File: config.mk
export PLATFORM = sky130hd
export DESIGN_NAME = uart_tx_arbiter_8
export DESIGN_NICKNAME = d
export VERILOG_FILES = /design/src/rtl/uart_pkg.sv /design/src/rtl/uart_rr_pick_8.sv /design/src/rtl/uart_tx_arbiter_8.sv
export SDC_FILE = /design/constraint.sdc
export NUM_CORES = 1
export LEC_CHECK = 0
export CAP_MARGIN = 15
export CORE_AREA = 2 2 69 71
export DETAILED_ROUTE_END_ITERATION = 12
export DIE_AREA = 0 0 71 73
export SLEW_MARGIN = 30
export SYNTH_ARGS = -nofsm -noshare
export SYNTH_HDL_FRONTEND = slang
export SYNTH_SLANG_ARGS = --single-unit
File: constraint.sdc
create_clock -name clk -period 7.9 [get_ports clk]
set_input_delay 2.37 -clock clk [delete_from_list [all_inputs] [get_ports clk]]
set_output_delay 2.37 -clock clk [all_outputs]
set_load 0.005 [all_outputs]
File: src/rtl/uart_pkg.sv
// Shared types and sizes for the eight-producer UART transmit arbiter.
package uart_pkg;

    typedef enum logic [1:0] {IDLE, LOAD, SEND} uart_arb_state_t;

    localparam int N_PORTS = 8;
    localparam int SEL_W   = 3;

endpackage

File: src/rtl/uart_rr_pick_8.sv
// Round-robin pick: first requesting port at or after ptr, wrapping 7 -> 0.
module uart_rr_pick_8
    import uart_pkg::*;
(
    input  logic [N_PORTS-1:0] req,
    input  logic [SEL_W-1:0]   ptr,
    output logic [SEL_W-1:0]   idx,
    output logic               any
);

    logic [2*N_PORTS-1:0] req_dbl;
    logic [N_PORTS-1:0]   req_rot;
    logic [SEL_W-1:0]     off;

    always_comb begin
        // Doubling the vector turns the rotate into a plain part-select.
        req_dbl = {req, req};
        req_rot = req_dbl[ptr +: N_PORTS];
        off     = '0;
        for (int k = N_PORTS - 1; k >= 0; k--) begin
            if (req_rot[k]) off = k[SEL_W-1:0];
        end
        idx = ptr + off;
        any = |req;
    end

endmodule

File: src/rtl/uart_tx_arbiter_8.sv
// Shares one UART transmitter among eight producers: drives the external mux
// select, captures the mux output and hands it over on a valid/ready handshake.
module uart_tx_arbiter_8
    import uart_pkg::*;
#(
    parameter int WIDTH = 8
) (
    input  logic               clk,
    input  logic               rst,
    input  logic [N_PORTS-1:0] req,
    output logic [SEL_W-1:0]   sel,
    input  logic [WIDTH-1:0]   mux_data,
    output logic [WIDTH-1:0]   tx_data,
    output logic               tx_valid,
    input  logic               tx_ready,
    output logic [N_PORTS-1:0] grant,
    output logic               busy
);

    uart_arb_state_t state, state_next;
    logic [SEL_W-1:0] ptr;
    logic [SEL_W-1:0] pick_idx;
    logic             pick_any;

    uart_rr_pick_8 u_pick (
        .req (req),
        .ptr (ptr),
        .idx (pick_idx),
        .any (pick_any)
    );

    always_ff @(posedge clk) begin
        if (rst) state <= IDLE;
        else     state <= state_next;
    end

    always_comb begin
        state_next = state;
        case (state)
            IDLE:    if (pick_any) state_next = LOAD;
            LOAD:    state_next = SEND;
            SEND:    if (tx_ready) state_next = IDLE;
            default: state_next = IDLE;
        endcase
    end

    // sel is committed in IDLE; the external mux has all of LOAD to settle.
    always_ff @(posedge clk) begin
        if (rst) begin
            ptr      <= '0;
            sel      <= '0;
            tx_data  <= '0;
            tx_valid <= 1'b0;
            grant    <= '0;
        end else begin
            grant <= '0;
            case (state)
                IDLE: if (pick_any) sel <= pick_idx;
                LOAD: begin
                    tx_data  <= mux_data;
                    tx_valid <= 1'b1;
                end
                SEND: if (tx_ready) begin
                    tx_valid <= 1'b0;
                    grant    <= N_PORTS'(1) << sel;
                    ptr      <= sel + SEL_W'(1);
                end
                default: ;
            endcase
        end
    end

    assign busy = (state != IDLE);

endmodule

==> impl_metrics.json <==
{
  "tns_ns": 0,
  "r2r-end": "sel[2]",
  "fmax_mhz": 206,
  "post_cts_buffers": 0,
  "grt_pass1_vias": 1158,
  "cp-endpoint": "sel[2]",
  "rows": 25,
  "die_area_um2": 5180,
  "hold_violations": 0,
  "cts.clk_slew.worst_paths_ns": 0.08,
  "r2r_start": "ptr[1]",
  "hp-class": "reg2reg",
  "antenna_left": 0,
  "syn_area_per_cell_um2": 8.28,
  "ys.flop_type": "dfxtp_1",
  "syn_inst": 179,
  "vias": 1334,
  "cts_root_buffer": "clkbuf_8",
  "fin_nets": 238,
  "status": "finished clean",
  "power.density_nw_per_um2": 144,
  "fin_crit_sh_pct": 61.5,
  "initial_core_util_pct": 32.7,
  "period_minus_slack_ns": 4.86,
  "max-slew-margin-rel_pct": 45.6,
  "io-pin-count": 40,
  "drive_gt1_share_pct": 6.13,
  "critPathRequiredTime_ns": 8.07,
  "antenna_found_initial": 0,
  "seq_area_frac_synth_pct": 33.8,
  "leakage_uw": 0.000712,
  "setup_violations": 0,
  "grt_pass1_wl_mm": 5.09,
  "finalWeightedCongestion": 0.821,
  "drt_iter0_drc": 35,
  "cts_tree": "done",
  "crit_type": "in2reg",
  "finalClockSkew_ns": 0.00395,
  "vdd_drop_max_mv": 0.0585,
  "grtUsageTotal_pct": 11.8,
  "cts.sinks": 25,
  "synthDistinctLibCells": 44,
  "wl_per_cell_um": 11.4,
  "crit_path_end_kind": "flip-flop",
  "timing.reg2reg.worst_path_depth": 12,
  "coreArea_um2": 4540,
  "startpoint": "req[4]",
  "async_flop_share_pct": 0,
  "clk_latency_ns": 0.26,
  "grt_max_degree": 24,
  "drc": 0,
  "cts_buffers": 3,
  "rsz0062_at_grt": "no",
  "fill_cells": 472,
  "synth_edf_count": 0,
  "drtPass1Iterations": 4,
  "vias_per_cell": 5.02,
  "finalMaxSlewViolations": 0,
  "worst_pin_slew_ns": 0.815,
  "diodes": 0,
  "routed_wl_mm": 3.03,
  "clk_path_buf_depth": 2,
  "startpoint_type": "input pin",
  "path_max_fanout": 8,
  "die_w_um": 71,
  "io_buffers": 39,
  "ys_warn_count": 0,
  "synthToLayoutAreaGrowth_pct": 30.5,
  "postCtsHoldBufs": 0,
  "drv_cap": 0,
  "grt_overflow": 0,
  "h-tree-depth": 1,
  "place_hpwl_mm": 2.31,
  "syn-num-nets": 204,
  "synthesis.area_um2": 1480,
  "power.total_uw": 279,
  "ys_seq_elements": 25,
  "crit_arrival_ns": 5.03,
  "post_cts_resized": 0,
  "die_h_um": 73,
  "reg2reg_slack_ns": 4.74
}
[state kept, by name (all words and copies together) (netlist names)]
register and flops:
state 2, ptr 3, tx_valid 1, tx_data 8, grant 8, sel 3
[critical path: stages]
cell and delay (ns):
clkdlybuf4s50_1 0.56, mux2_2 0.32, o21ai_0 0.27, o211ai_1 0.14, a31oi_1 0.18, ha_1 0.16
inv_1 0.05, fa_1 0.38, a311o_1 0.28, a2bb2oi_1 0.15, o31ai_2 0.16
[metal layers]
metal  part of all wire (%)  GRT usage (%)  vias to the layer above
met5                      0              0                        -
met4                    1.6           3.98                        0
met3                    4.0           1.93                        6
met2                     46           19.7                       37
met1                     48           15.5                      594
li1                       -              -                      697
[metrics by stage]
step	hold slack (ns)	cells	worst slack, ns	util, %	cell area, um^2
after detailed placement	0.446	262	2.75	41.7	1890
after global routing	0.490	266	2.80	42.7	1940
after floorplan	0.453	179	3.55	-	1480
after CTS	0.459	266	3.02	42.7	1940
final	0.457	266	3.04	42.7	1940
after global placement	0.442	262	2.76	41.7	1890
[layout make-up]
class                      count  area [um^2]  area share (%)
tap                           54         67.6            3.49
inverter                       9         33.8            1.75
sequential                    25          500            25.9
timing repair buffer          39          390            20.2
multi-input combinational    135          898            46.4
clock buffer                   4         45.0            2.33
[cells in the mapped netlist (2+ instances only)]
cell type | count | share of area [%]
nor3_1 | 8 | 2.7
a31oi_1 | 3 | 1.3
mux2_2 | 2 | 1.5
a21oi_1 | 23 | 7.8
inv_1 | 9 | 2.3
nand2_1 | 21 | 5.3
nor2b_1 | 4 | 1.7
buf_2 | 4 | 1.4
and2_1 | 10 | 4.2
o21ai_0 | 2 | 0.68
ha_1 | 5 | 4.2
a311o_1 | 2 | 1.4
dfxtp_1 | 25 | 34
a211oi_1 | 2 | 1.0
o2111ai_1 | 2 | 1.2
nand3b_1 | 3 | 1.5
nor2_1 | 13 | 3.3
mux2i_1 | 7 | 4.7
clkbuf_1 | 5 | 1.3
a311oi_1 | 2 | 1.2
a211o_1 | 3 | 1.8
nand2b_1 | 2 | 0.84
[report_power, final]
group          internal [uW]  switching (uW)
clock network           35.9            35.3
logic                   36.0            32.1
registers                133            7.33
[how the worst min path moves through the flow]
| stage | from | endpoint | slack [ns] | cells past startpoint |
|---|---|---|---|---|
| 2_1_floorplan | tx_data[0] | tx_data[0] | 0.45 | 2 |
| 3_3_place_gp | tx_data[0] | tx_data[0] | 0.44 | 2 |
| 3_5_place_dp | tx_data[2] | tx_data[2] | 0.45 | 2 |
| 4_1_cts | tx_data[2] | tx_data[2] | 0.46 | 2 |
| 5_1_grt | tx_data[1] | tx_data[1] | 0.49 | 2 |
| 6_report | tx_data[0] | tx_data[0] | 0.46 | 2 |
[layout by cell type (no fill, tap or decap), types with 2 or more instances in the layout]
master,Yosys,layout
a211o_1,3,3
a31oi_1,3,3
o2111ai_1,2,2
inv_1,9,9
mux2_2,2,2
mux2i_1,7,7
nand3b_1,3,3
a311o_1,2,2
nor2b_1,4,4
nor2_1,13,13
dfxtp_1,25,25
clkbuf_8,0,3
nand2_1,21,21
o21ai_0,2,2
ha_1,5,5
a21oi_1,23,23
a211oi_1,2,2
a311oi_1,2,2
clkdlybuf4s50_1,0,39
nand2b_1,2,2
nor3_1,8,8
and2_1,10,10
[kinds of logic (layout without fill, tap and decap cells)]
family,count (synthesis),count (layout),synth area share (%)
buf+inv,19,52,5.65
xor+xnor,1,1,0.591
mux,10,10,8.02
flops,25,25,33.8
compound gates,47,47,21.3
simple gates,71,71,25.1
fa+ha+maj,6,6,5.57
No activity file was read; power rests on OpenSTA's default activity.
